**config.mk**
```make
export PLATFORM = sky130hd
export DESIGN_NAME = mmio_responder
export DESIGN_NICKNAME = d
export VERILOG_FILES = /design/src/rtl/mmio_responder.sv
export SDC_FILE = /design/constraint.sdc
export NUM_CORES = 1
export LEC_CHECK = 0
export ABC_CLOCK_PERIOD_IN_PS = 10950
export CAP_MARGIN = 20
export CORE_MARGIN = 3
export CORE_UTILIZATION = 30
export CTS_CLUSTER_DIAMETER = 30
export DETAILED_ROUTE_END_ITERATION = 7
export SETUP_SLACK_MARGIN = 0.02
export SYNTH_ARGS = -nofsm -noshare
export SYNTH_HDL_FRONTEND = slang
export SYNTH_SLANG_ARGS = --single-unit
```
**constraint.sdc**
```tcl
create_clock -name clk -period 10.95 [get_ports clk]
set_input_delay 3.285 -clock clk [delete_from_list [all_inputs] [get_ports clk]]
set_output_delay 3.285 -clock clk [all_outputs]
set_load 0.02 [all_outputs]
```
**src/rtl/mmio_responder.sv**
```systemverilog
// mmio_responder: memory-mapped GPIO, timer and TX FIFO block decoded at 0xFF00-0xFF0F.
// Loads answer with a one-cycle strobe two cycles after the request. Stores complete in one cycle.

module mmio_responder (
  input  logic        clk,
  input  logic        reset,
  input  logic [15:0] req_addr,
  input  logic [15:0] req_wdata,
  input  logic        req_wren,
  input  logic        req_rden,
  output logic [15:0] rsp_rdata,
  output logic        rsp_valid,
  input  logic [15:0] gpio_in,
  output logic [15:0] gpio_out,
  output logic [15:0] fifo_out_data,
  output logic        fifo_out_valid,
  input  logic        fifo_out_ready,
  output logic        timer_irq
);

  typedef enum logic [1:0] {
    IDLE = 2'd0,
    RD1  = 2'd1,
    RD2  = 2'd2
  } rd_state_t;

  rd_state_t   r_state;
  rd_state_t   w_state_nxt;
  logic        w_capture;
  logic        w_strobe;

  logic [15:0] r_raddr;
  logic [15:0] r_rdata;
  logic        r_valid;

  logic [15:0] r_gpio_out;
  logic [15:0] r_sync1;
  logic [15:0] r_sync2;
  logic [15:0] r_cnt;
  logic [15:0] r_cmp;
  logic        r_irq;
  logic        r_ovf;

  logic [15:0] r_mem [4];
  logic [1:0]  r_wptr;
  logic [1:0]  r_rptr;
  logic [2:0]  r_count;

  logic        w_idle;
  logic        w_wr;
  logic        w_rd_start;
  logic        w_hit;
  logic        w_we_gpio;
  logic        w_we_cnt;
  logic        w_we_cmp;
  logic        w_we_fifo;
  logic        w_we_clr;
  logic        w_full;
  logic        w_empty;
  logic        w_pop;
  logic        w_push;
  logic        w_drop;
  logic        w_wrap;
  logic [15:0] w_status;
  logic [15:0] w_rmux;
  logic [2:0]  w_count_nxt;

  // Requests are only accepted in IDLE; a store beats a simultaneous load.
  assign w_idle     = (r_state == IDLE);
  assign w_wr       = w_idle & req_wren;
  assign w_rd_start = w_idle & req_rden & ~req_wren;
  assign w_hit      = (req_addr[15:4] == 12'hFF0);

  // Store address decode
  always_comb begin
    w_we_gpio = 1'b0;
    w_we_cnt  = 1'b0;
    w_we_cmp  = 1'b0;
    w_we_fifo = 1'b0;
    w_we_clr  = 1'b0;
    if (w_wr && w_hit) begin
      case (req_addr[3:0])
        4'h0:    w_we_gpio = 1'b1;
        4'h2:    w_we_cnt  = 1'b1;
        4'h3:    w_we_cmp  = 1'b1;
        4'h5:    w_we_fifo = 1'b1;
        4'h6:    w_we_clr  = 1'b1;
        default: w_we_gpio = 1'b0;
      endcase
    end else begin
      w_we_gpio = 1'b0;
    end
  end

  // Read FSM next-state and control strobes
  always_comb begin
    w_state_nxt = r_state;
    w_capture   = 1'b0;
    w_strobe    = 1'b0;
    case (r_state)
      IDLE: begin
        if (w_rd_start) begin
          w_state_nxt = RD1;
        end else begin
          w_state_nxt = IDLE;
        end
      end
      RD1: begin
        w_state_nxt = RD2;
        w_capture   = 1'b1;
      end
      RD2: begin
        w_state_nxt = IDLE;
        w_strobe    = 1'b1;
      end
      default: w_state_nxt = IDLE;
    endcase
  end

  assign w_full   = (r_count == 3'd4);
  assign w_empty  = (r_count == 3'd0);
  assign w_status = {9'd0, r_ovf, r_count, w_empty, w_full, r_irq};

  // Load data mux on the latched address
  always_comb begin
    w_rmux = 16'h0000;
    if (r_raddr[15:4] == 12'hFF0) begin
      case (r_raddr[3:0])
        4'h0:    w_rmux = r_gpio_out;
        4'h1:    w_rmux = r_sync2;
        4'h2:    w_rmux = r_cnt;
        4'h3:    w_rmux = r_cmp;
        4'h4:    w_rmux = w_status;
        default: w_rmux = 16'h0000;
      endcase
    end else begin
      w_rmux = 16'h0000;
    end
  end

  // Read FSM state, latched address and response registers
  always_ff @(posedge clk) begin
    if (!reset) begin
      r_state <= IDLE;
      r_raddr <= 16'h0000;
      r_rdata <= 16'h0000;
      r_valid <= 1'b0;
    end else begin
      r_state <= w_state_nxt;
      r_valid <= w_strobe;
      if (w_rd_start) begin
        r_raddr <= req_addr;
      end
      if (w_capture) begin
        r_rdata <= w_rmux;
      end
    end
  end

  // A CPU write to the counter suppresses the wrap and its interrupt.
  assign w_wrap = (r_cnt == r_cmp) & ~w_we_cnt;

  // GPIO, input synchronizer, timer and sticky interrupt state
  always_ff @(posedge clk) begin
    if (!reset) begin
      r_gpio_out <= 16'h0000;
      r_sync1    <= 16'h0000;
      r_sync2    <= 16'h0000;
      r_cnt      <= 16'h0000;
      r_cmp      <= 16'h0000;
      r_irq      <= 1'b0;
    end else begin
      r_sync1 <= gpio_in;
      r_sync2 <= r_sync1;
      if (w_we_gpio) begin
        r_gpio_out <= req_wdata;
      end
      if (w_we_cmp) begin
        r_cmp <= req_wdata;
      end
      if (w_we_cnt) begin
        r_cnt <= req_wdata;
      end else if (w_wrap) begin
        r_cnt <= 16'h0000;
      end else begin
        r_cnt <= r_cnt + 16'd1;
      end
      if (w_wrap) begin
        r_irq <= 1'b1;
      end else if (w_we_clr) begin
        r_irq <= 1'b0;
      end
    end
  end

  // A push into a full FIFO only lands if a pop frees the slot in the same cycle.
  assign w_pop  = ~w_empty & fifo_out_ready;
  assign w_push = w_we_fifo & (~w_full | w_pop);
  assign w_drop = w_we_fifo & w_full & ~w_pop;

  // FIFO occupancy update
  always_comb begin
    w_count_nxt = r_count;
    case ({w_push, w_pop})
      2'b10:   w_count_nxt = r_count + 3'd1;
      2'b01:   w_count_nxt = r_count - 3'd1;
      default: w_count_nxt = r_count;
    endcase
  end

  // FIFO storage, pointers, count and overflow flag
  always_ff @(posedge clk) begin
    if (!reset) begin
      for (int i = 0; i < 4; i++) begin
        r_mem[i] <= 16'h0000;
      end
      r_wptr  <= 2'd0;
      r_rptr  <= 2'd0;
      r_count <= 3'd0;
      r_ovf   <= 1'b0;
    end else begin
      r_count <= w_count_nxt;
      if (w_push) begin
        r_mem[r_wptr] <= req_wdata;
        r_wptr        <= r_wptr + 2'd1;
      end
      if (w_pop) begin
        r_rptr <= r_rptr + 2'd1;
      end
      if (w_drop) begin
        r_ovf <= 1'b1;
      end else if (w_we_clr) begin
        r_ovf <= 1'b0;
      end
    end
  end

  assign rsp_rdata      = r_rdata;
  assign rsp_valid      = r_valid;
  assign gpio_out       = r_gpio_out;
  assign fifo_out_data  = r_mem[r_rptr];
  assign fifo_out_valid = ~w_empty;
  assign timer_irq      = r_irq;

endmodule

```
* After elaboration in Yosys (flattened, before gate mapping) *
Memories as Yosys holds them, arrays and structs flattened. A register that Yosys moved wholly into a read port is not among the register bits.
Index checks and enable logic that the tools add are counted.

storage, ports and cells
  bits in registers = 124
  RAM bits = 64
  bits of input ports = 53
  output and inout bits = 51
  word-level logic and storage cells = 90
  memories kept = 1

memory list
  name   words  bits a word  rd ports  clocked after Yosys merged registers in  write ports  line  RTL
  r_mem  4      16           1         1                                        4            44    logic [15:0] r_mem [4];

cells by class
  add/subtract/negate cells = 5
  equality and inequality tests = 16
  multiplexer cells = 31
  bitwise operators = 14
  reductions and logical operators = 9

operator list
  operator               number
  $pmux 16 s5            1
  $mux 16                4
  $eq 12x12->1 const B   2
  $mux 1                 21
  $add 16x1->16 const B  1
  $eq 16x16->1           1
  $eq 4x2->1 const B     4
  $reduce_or 16->1       1
  $eq 4x3->1 const B     3
  $and 1x1->1            8
  $logic_not 4->1        2
  $mux 2                 3
  $pmux 3 s2             1
  $reduce_bool 2->1      3
  $not 1->1              5
  $add 2x1->2 const B    2
  $eq 2x1->1 const B     2
  $eq 2x2->1 const B     2
  $eq 4x1->1 const B     1
  $pmux 2 s2             1
  $add 3x1->3 const B    1
  $eq 3x3->1 const B     1
  $logic_not 3->1        1
  $sub 3x1->3 const B    1
  other kinds (3)        3

* Depth between registers and ports, before layout *
Gate-level depths: netlist of the first run.

  depth in word-level cells = 10
  mapped depth = 10
  depth with buffers taken out = 9

* Least setup slack after synthesis of the first run *
Ideal clock, no wire load.

  path kind = input to register
  from = in req_addr[5]
  to = mem r_mem[0][0] (enable)
  library setup time = 0.414 ns
  arrival = 5.544 ns
  required time = 10.536 ns
  setup slack = 4.992 ns
  stages = 5
  buffers on the path = 1
  cell sequence = nor4b_4 nand4_2 or3_1 buf_6 o31ai_1

RTL lines
  item                line  RTL
  start: declaration  7     input logic [15:0] req_addr,
  end: declaration    44

* Worst setup path in the final report of the first run *
  from = in fifo_out_ready
  to = reg r_count[2]

between the ends
  word-level cells in the longest chain between the ends = 5
  elaborated cells on any way between the ends = 7
  classes of those cells = 2 x eq/ne; 1 x mux; 3 x bitwise; 1 x reduce/logical

RTL lines
  item                                                    line  RTL
  start: declaration                                      17    input logic fifo_out_ready,
  $and 1x1->1 *                                           197   assign w_pop = ~w_empty & fifo_out_ready;
  $or 1x1->1                                              198   assign w_push = w_we_fifo & (~w_full | w_pop);
  $and 1x1->1                                             198
  $eq 2x1->1 / $eq 2x2->1 (equally long branches)         204   case ({w_push, w_pop})
  $pmux 3 s2 / $reduce_bool 2->1 (equally long branches)  -
  end signal: assignment                                  222   r_count <= w_count_nxt;
  end: declaration                                        47    logic [2:0] r_count;

Every way passes the cells marked *; elsewhere a longest branch is shown, timed or not.
A chain may end at the register's enable or synchronous reset.

==> results of run 1 <==
-- metrics by stage --
stage	instance area, um^2	worst slack, ns	utilization, %
5_1_grt	10000	4.90	38.2
6_report	10000	5.20	38.2
2_1_floorplan	8040	4.99	-
4_1_cts	10000	5.19	38.2
3_3_place_gp	9340	4.81	35.6
3_5_place_dp	9380	4.72	35.8
-- path summary, 6_finish.rpt --
kind | slack (ns) | cells past startpoint | endpoint | start
setup / recovery | 5.20 | 9 | r_count[2] | fifo_out_ready
hold reg to reg | 0.44 | 1 | r_sync2[4] | r_sync1[4]
hold / removal | 0.44 | 1 | r_sync2[4] | r_sync1[4]
setup reg to reg | 8.03 | 8 | r_count[2] | r_count[2]
-- cell type report --
type                            count  area (um^2)  area share [%]
Multi-Input combinational cell    475         3350            33.5
Tap cell                          335          419            4.18
Sequential cell                   190         4440            44.4
Clock buffer                       18          450            4.50
Inverter                            9         33.8           0.337
Timing Repair Buffer              113         1130            11.2
Clock inverter                     14          190            1.90
-- state kept, by name (all words and copies together) (netlist names), 2 cells and up, named ones only --
name and flops:
gpio_out 16, r_cmp 16, r_cnt 16, r_count 3, r_mem 64, r_raddr 16, r_rptr 2, r_state 2
r_sync1 16, r_sync2 16, r_wptr 2, rsp_rdata 16
-- placed cells by master (no fill, tap or decap), types with 5 or more instances in the layout --
master / n
a22oi_1: 16
nor2_1: 39
buf_4: 9
and2_2: 5
inv_1: 8
and2_1: 90
xnor2_1: 8
a21oi_1: 56
nor4_1: 6
nand2_1: 115
xor2_1: 27
clkdlybuf4s50_1: 103
a22o_1: 18
nand4_1: 6
edfxtp_1: 64
clkbuf_16: 18
mux4_2: 32
nand3_1: 10
dfxtp_1: 126
-- worst max-delay path: stages --
cell and delay [ns]:
clkdlybuf4s50_1 0.42, nor4b_1 0.60, or3_1 0.49, ha_1 0.27, inv_1 0.06, fa_1 0.37
xor2_1 0.16, or3_1 0.30, a21oi_1 0.15
-- cell usage after synthesis, types with 5 or more instances --
| cell | number | area share (%) |
|---|---|---|
| inv_1 | 9 | 0.42 |
| nor4_1 | 6 | 0.47 |
| mux4_2 | 32 | 9.0 |
| a22o_1 | 18 | 2.0 |
| and2_2 | 5 | 0.47 |
| and2_1 | 90 | 7.0 |
| edfxtp_1 | 64 | 24 |
| nor2_1 | 39 | 1.8 |
| buf_2 | 5 | 0.31 |
| nand4_1 | 6 | 0.47 |
| xor2_1 | 27 | 2.9 |
| nand3_1 | 10 | 0.62 |
| xnor2_1 | 8 | 0.87 |
| dfxtp_1 | 126 | 31 |
| a22oi_1 | 16 | 1.5 |
| nand2_1 | 115 | 5.4 |
| clkbuf_1 | 32 | 1.5 |
| a21oi_1 | 56 | 3.5 |
-- cells by family after synthesis --
| group | after synthesis |
|---|---|
| AO/OA/AOI/OAI | 96 |
| XOR/XNOR | 35 |
| adder cells (fa/ha/maj) | 3 |
| buffers and inverters | 55 |
| flip-flops | 190 |
| multiplexers | 32 |
| AND/OR/NAND/NOR | 309 |
-- power groups by stage --
stage	clock [W]	combinational (W)	sequential, W
2_1_floorplan	0	0.0000347	0.000763
3_3_place_gp	0	0.0000739	0.000767
3_5_place_dp	0	0.0000746	0.000768
4_1_cts	0.000669	0.0000748	0.000751
5_1_grt	0.000696	0.0000797	0.000753
6_report	0.000656	0.0000735	0.000751
-- layer usage --
metal | part of all wire [%] | GRT usage [%] | vias to the layer above
li1 | - | - | 2708
met1 | 46 | 18.9 | 2677
met2 | 47 | 23.2 | 147
met3 | 5.3 | 3.14 | 17
met4 | 1.5 | 4.37 | 0
met5 | 0 | 0 | -
==> out/results.ini, run 1 <==
[finish]
antennaDiodeCount = 0
stdcell_count = 1154
drive_above_1_share_pct = 11.6
area_delta_synth_final_pct = 24.6
nets = 862
fillers = 2593

[timing]
rsz0062_at_grt = no
fin_skew_ns = 0.00997
holdWs_ns = 0.436
max_freq_mhz = 174
post-route-period-util_pct = 52.5
maxSlewHeadroom_pct = 36.0
min_period_ns = 5.75
hold_viol_final = 0
drv_slew = 0
worst_pin_slew_ns = 0.959
setup_violations = 0
fin_tns_setup_ns = 0

[synth]
syn_inst = 720
yosysUniqueCellTypes = 52
syn_area_per_cell_um2 = 11.2
netlist_area_um2 = 8040
ys_ff_latch = 190
synth_fa_ha_area_share_pct = 0.560
yosys_warnings = 0
synth_edf_count = 64
synth-xor-area-share_pct = 3.81
muxShareOfSynthArea_pct = 8.96
seq_area_frac_synth_pct = 55.3
synthesis.nets = 776
synth_top_family_by_area = simple AND/OR/NAND/NOR gates
ys_async_sr_fraction_pct = 0
synth-compound-area-share_pct = 7.45
synth_simple_gate_area_share_pct = 20.8
yosys_most_used_dff = dfxtp_1

[critical_path]
cp_max_fo = 8
cp.required_ns = 11.31
worstPathArrival_ns = 6.10
worst-setup-path-type = input pin to flop
critPathCaptureType = flop
crit_path_start_kind = input pin

[clock_network]
cts_sinks = 190
cts_resized = 0
postCtsSetupBuffers = 0
clock_path_buffers = 2
root_buffer = clkbuf_16
clk_latency_ns = 0.44
numCtsBuffers = 17
clkTransAtPathRegs_ns = 0.08
holdBufCountCts = 0
cts_tree = done
h-tree-depth = 4

[global_route]
grt_max_degree = 67
grt_pass1_vias = 5458
grtUsageTotal_pct = 14.2
grt.overflow.total = 0
grt_pass1_wl_mm = 31.4
antenna_found_initial = 0

[job]
maxCapViolations = 0

[floorplan]
pin_count = 104
initial_core_util_pct = 30.7
die_y_um = 170
die_w_um = 170
core_um2 = 26200
dieArea_um2 = 28800
rows = 59

[power]
intPower_w = 0.00112
swShare_pct = 24.0
ir_drop_mv = 0.0719
p_comb_share_pct = 5.0
p_switching_w = 0.000356
power_density_nw_per_um2 = 148
total_power_w = 0.00148
leakage_nw = 3.58
p_seq_share_pct = 50.7
p_clk_share_pct = 44.3

[drt]
drt-pass1-iter-count = 5
num_vias = 5549
via_per_inst = 4.81
wl_per_cell_um = 17.3
dr.first_iter.drc_count = 343
drc = 0
drt_wl_total_mm = 20.0
ant_nets = 0

[place]
place.gp.congestion = 0.791
dp_cells = 1122
port-buffer-count = 103
dpl.hpwl_mm = 14.1

[min_path]
hp-class = flop to flop

[status]
status = finished, final reports clean

No activity file was read; power rests on OpenSTA's default activity.
==> run 2: changes to the inputs <==
- ABC_CLOCK_PERIOD_IN_PS: 10950 -> 5000
- clock period: 10.95 -> 5 ns (I/O delays scaled with it)
==> run 2 against run 1 <==
- register-to-register slack worse by 5.7 ns
- combinational power up 120%
- design area down 0.86%
- clock-buffer cell count unchanged
- sequential power up 120%
- final cell count up 0.17%
- critical endpoint unchanged
- highest routed layer unchanged
==> out/results.ini, run 2 (synthesized netlist as in run 1, its figures left out) <==
[critical_path]
cp_max_fo = 8
r2r-end = r_count[2]
cp.required_ns = 5.37
reg2reg_depth = 9
critPathCaptureType = flop
crit_path_start_kind = input pin
worstPathArrival_ns = 4.24
worst-setup-path-type = input pin to flop
rr_startpoint = r_count[2]
rrSetupSlack_ns = 2.32

[min_path]
min_to = r_sync2[3]
hold_depth = 1
min_from = r_sync1[3]
hp-class = flop to flop

[clock_network]
postCtsSetupBuffers = 0
cts_resized = 0
cts_sinks = 190
numCtsBuffers = 17
cts_tree = done
clkTransAtPathRegs_ns = 0.07
root_buffer = clkbuf_16
holdBufCountCts = 0
clock_path_buffers = 2
clk_latency_ns = 0.43
h-tree-depth = 4

[finish]
antennaDiodeCount = 0
final_cell_mix = 126 x dfxtp_1, 115 x nand2_1, 103 x clkdlybuf4s50_1, 90 x and2_1, 64 x edfxtp_1
drive_above_1_share_pct = 11.4
largest-register = r_mem
largest_register_ffs = 64
area_delta_synth_final_pct = 23.5
final_common_cell = dfxtp_1
nets = 864
stdcell_count = 1156

[floorplan]
core_um2 = 26200
die_y_um = 170
die_w_um = 170
rows = 59
pin_count = 104
dieArea_um2 = 28800
initial_core_util_pct = 30.7

[power]
ir_drop_mv = 0.171
p_comb_share_pct = 5.2
leakage_nw = 3.54
p_clk_share_pct = 41.9
power_density_nw_per_um2 = 313
intPower_w = 0.00240
p_switching_w = 0.000708
p_seq_share_pct = 52.9
swShare_pct = 22.8

[timing]
rsz0062_at_grt = no
post-route-period-util_pct = 77.4
maxSlewHeadroom_pct = 36.2
drv_slew = 0
fin_skew_ns = 0.0129
min_period_ns = 3.87
worst_pin_slew_ns = 0.952
setup_violations = 0
hold_viol_final = 0
fin_tns_setup_ns = 0
max_freq_mhz = 258

[status]
status = finished, final reports clean

[drt]
num_vias = 5534
dr.first_iter.drc_count = 301
via_per_inst = 4.79
top_layer_used = met4
drt_wl_total_mm = 20.2
wl_per_cell_um = 17.4
route.met2.wl_mm = 9.54
m1WireLength_mm = 9.26
routed-wl-met3_mm = 1.08
drt-pass1-iter-count = 5
drc = 0
ant_nets = 0

[global_route]
grt_pass1_wl_mm = 31.7
grt_pass1_vias = 5515
grtUsageTotal_pct = 14.3
grt.overflow.total = 0
antenna_found_initial = 0
grt_max_degree = 53

[place]
place.gp.congestion = 0.818
port-buffer-count = 103
dpl.hpwl_mm = 14.0
dp_cells = 1124

[job]
maxCapViolations = 0

==> run 2: cell types whose count changed in the layout (fill, tap and decap cells not counted), moves of 2 or more <==
cell,delta
clkinv_8,-4
clkinv_1,+2
inv_8,-4
clkinvlp_4,+2
inv_6,+4
buf_4,+3
==> run 2: how the worst max path moves through the flow <==
stage,startpoint,depth (start not counted),slack [ns],to
after floorplan,req_addr[5],5,0.83,r_mem[0][0]
after global placement,req_addr[5],10,0.77,r_count[2]
after detailed placement,req_addr[5],10,0.70,r_count[2]
after CTS,flop,2,1.14,fifo_out_data[15]
after global routing,req_addr[5],10,1.03,r_count[2]
final,req_addr[5],10,1.13,r_count[2]
==> run 2: power groups by stage <==
stage / sequential (W) / combinational, W / clock [W]
CTS: 0.00165 / 0.000162 / 0.00134
finish: 0.00165 / 0.000160 / 0.00130
global route: 0.00165 / 0.000174 / 0.00140
detailed placement: 0.00168 / 0.000162 / 0
global placement: 0.00168 / 0.000160 / 0
floorplan: 0.00167 / 0.0000760 / 0
==> run 2: area by class of cell <==
class / count / area [um^2]
Fill cell: 2555 / 16300
Timing Repair Buffer: 115 / 1120
Tap cell: 335 / 419
Sequential cell: 190 / 4440
Multi-Input combinational cell: 475 / 3350
Clock inverter: 14 / 130
Inverter: 9 / 33.8
Clock buffer: 18 / 429
==> run 2: worst max-delay path: stages <==
cell             delay [ns]
clkdlybuf4s50_1        0.46
nor4b_4                0.35
nand4_2                0.25
or3_1                  0.62
ha_1                   0.30
inv_1                  0.07
fa_1                   0.17
xor2_1                 0.07
or3_1                  0.30
a21oi_1                0.14
==> run 2: routing by layer <==
metal	global-route usage, %	vias up
met5	0	-
met2	23.3	143
li1	-	2708
met1	19.2	2663
met4	4.23	0
met3	3.26	20
==> run 2: metrics by stage <==
stage	cell area (um^2)	hold WS [ns]	power (W)	util [%]	setup WS, ns
finish	9930	0.428	0.00311	37.9	1.13
CTS	9930	0.433	0.00315	37.9	1.14
global placement	9360	0.417	0.00184	35.7	0.775
global route	9930	0.451	0.00322	37.9	1.03
detailed placement	9370	0.418	0.00184	35.8	0.701
floorplan	8040	0.412	0.00175	-	0.827
==> run 3: changes to the inputs <==
- ABC_CLOCK_PERIOD_IN_PS: 5000 -> 3900
- clock period: 5 -> 3.9 ns (I/O delays scaled with it)
==> run 3 against run 2 <==
- sequential cell count did not move
- largest power group unchanged
- critical endpoint is now fifo_out_data[3]
- design area grew 1.5%
- non-clock buffer count up 14
- power is 28% higher
- global-route usage fell by 0.18 points
- die area unchanged
==> out/results.ini, run 3 (synthesized netlist as in run 1, its figures left out) <==
[place]
port-buffer-count = 103
placed_area_um2 = 9530
dpl.hpwl_mm = 14.1
place.gp.congestion = 0.823

[clock_network]
root_buffer = clkbuf_16
clkTransAtPathRegs_ns = 0.07
h-tree-depth = 4
postCtsSetupBuffers = 0
cts_resized = 0
holdBufCountCts = 0
cts_tree = done
numCtsBuffers = 17
cts_sinks = 190
clk_latency_ns = 0.43
clock_path_buffers = 2

[power]
p_comb_share_pct = 5.4
p_seq_share_pct = 53.1
total_power_w = 0.00397
p_switching_w = 0.000931
ir_drop_mv = 0.262
intPower_w = 0.00304
leakage_nw = 3.63
swShare_pct = 23.5
power_density_nw_per_um2 = 394
p_clk_share_pct = 41.5

[critical_path]
cpPeakStageDelay_ns = 0.57
cp_slowest_cell = mux4_2
reg2reg_depth = 9
r2r-end = r_count[2]
crit_family = buffers and inverters
rrSetupSlack_ns = 1.51
cp_max_fo = 16
worst-setup-path-type = flop to primary output
critPathCaptureType = primary output
path_buf_inv = 2
cp.required_ns = 2.73
worstSetupPathDepth = 3
worstPathCellList = buf_4, mux4_2, clkdlybuf4s50_1
crit_path_start_kind = flop
worstPathArrival_ns = 2.19
timing.critical_path.to = fifo_out_data[3]
rr_startpoint = r_state[0]

[finish]
seqCellArea_um2 = 4440
drive_above_1_share_pct = 13.1
largest-register = r_mem
area_delta_synth_final_pct = 25.4
multi_input_area_um2 = 3350
fillers = 2545
final_cell_area_um2 = 10100
nets = 878
final_common_cell = dfxtp_1
antennaDiodeCount = 0
final_cell_mix = 126 x dfxtp_1, 115 x nand2_1, 103 x clkdlybuf4s50_1, 90 x and2_1, 64 x edfxtp_1
largest_register_ffs = 64
fin_util_pct = 38.5

[drt]
dr.first_iter.drc_count = 352
drt_wl_total_mm = 19.8
drt-pass1-iter-count = 5
wl_per_cell_um = 17.0
ant_nets = 0
num_vias = 5612
via_per_inst = 4.80
drc = 0

[floorplan]
dieArea_um2 = 28800
die_w_um = 170
pin_count = 104
initial_core_util_pct = 30.7
core_um2 = 26200
die_y_um = 170
rows = 59

[timing]
drv_slew = 0
worst_pin_slew_ns = 0.974
max_freq_mhz = 297
maxSlewHeadroom_pct = 34.9
fin_skew_ns = 0.0105
min_period_ns = 3.36
fin_tns_setup_ns = 0
setup_violations = 0
hold_viol_final = 0
rsz0062_at_grt = no
post-route-period-util_pct = 86.2

[global_route]
grt_pass1_wl_mm = 31.5
grtUsageTotal_pct = 14.1
grt_max_degree = 48
grt.overflow.total = 0
grt_pass1_vias = 5596
antenna_found_initial = 1

[status]
status = finished, final reports clean

[min_path]
hp-class = flop to flop

[job]
maxCapViolations = 0

==> run 3: worst min-delay path by stage <==
stage | end | startpoint | cells past startpoint
detailed placement | r_sync2[7] | r_sync1[7] | 1
global route | r_sync2[5] | r_sync1[5] | 1
finish | r_sync2[7] | r_sync1[7] | 1
global placement | r_sync2[13] | r_sync1[13] | 1
floorplan | r_sync2[0] | r_sync1[0] | 1
CTS | r_sync2[7] | r_sync1[7] | 1
==> run 3: stage by stage <==
step | setup slack, ns | cells | hold WS [ns]
floorplan | 0.0572 | 720 | 0.412
global placement | 0.298 | 1138 | 0.418
detailed placement | 0.210 | 1138 | 0.418
CTS | 0.484 | 1170 | 0.435
global route | 0.428 | 1170 | 0.449
finish | 0.537 | 1170 | 0.433
==> run 3: power by group through the flow <==
| stage | Clock [W] | Sequential [W] | Combinational, W |
|---|---|---|---|
| 6_report | 0.00165 | 0.00211 | 0.000213 |
| 5_1_grt | 0.00177 | 0.00211 | 0.000232 |
| 4_1_cts | 0.00169 | 0.00211 | 0.000216 |
| 3_5_place_dp | 0 | 0.00215 | 0.000216 |
| 3_3_place_gp | 0 | 0.00215 | 0.000214 |
| 2_1_floorplan | 0 | 0.00214 | 0.0000975 |
==> run 3: area by class of cell <==
type	count	area share, %
tap	335	4.16
sequential	190	44.1
multi-input combinational	475	33.3
timing repair buffer	129	12.7
clock inverter	13	1.20
clock buffer	19	4.29
inverter	9	0.335
==> run 3: worst reg2reg max path, stage by stage (launching register included) <==
cell     delay (ns)
dfxtp_1        0.37
nor4b_4        0.32
nand4_2        0.21
or3_1          0.43
ha_1           0.23
inv_1          0.07
fa_1           0.17
xor2_1         0.07
or3_1          0.31
a21oi_1        0.14
==> run 3: per-layer routing <==
metal | vias up | global-route usage, % | wire length [um]
met4 | 2 | 5.16 | 389
met1 | 2686 | 18.5 | 8890
met2 | 160 | 22.8 | 9360
met3 | 26 | 3.42 | 1190
met5 | - | 0 | 13
li1 | 2738 | - | -
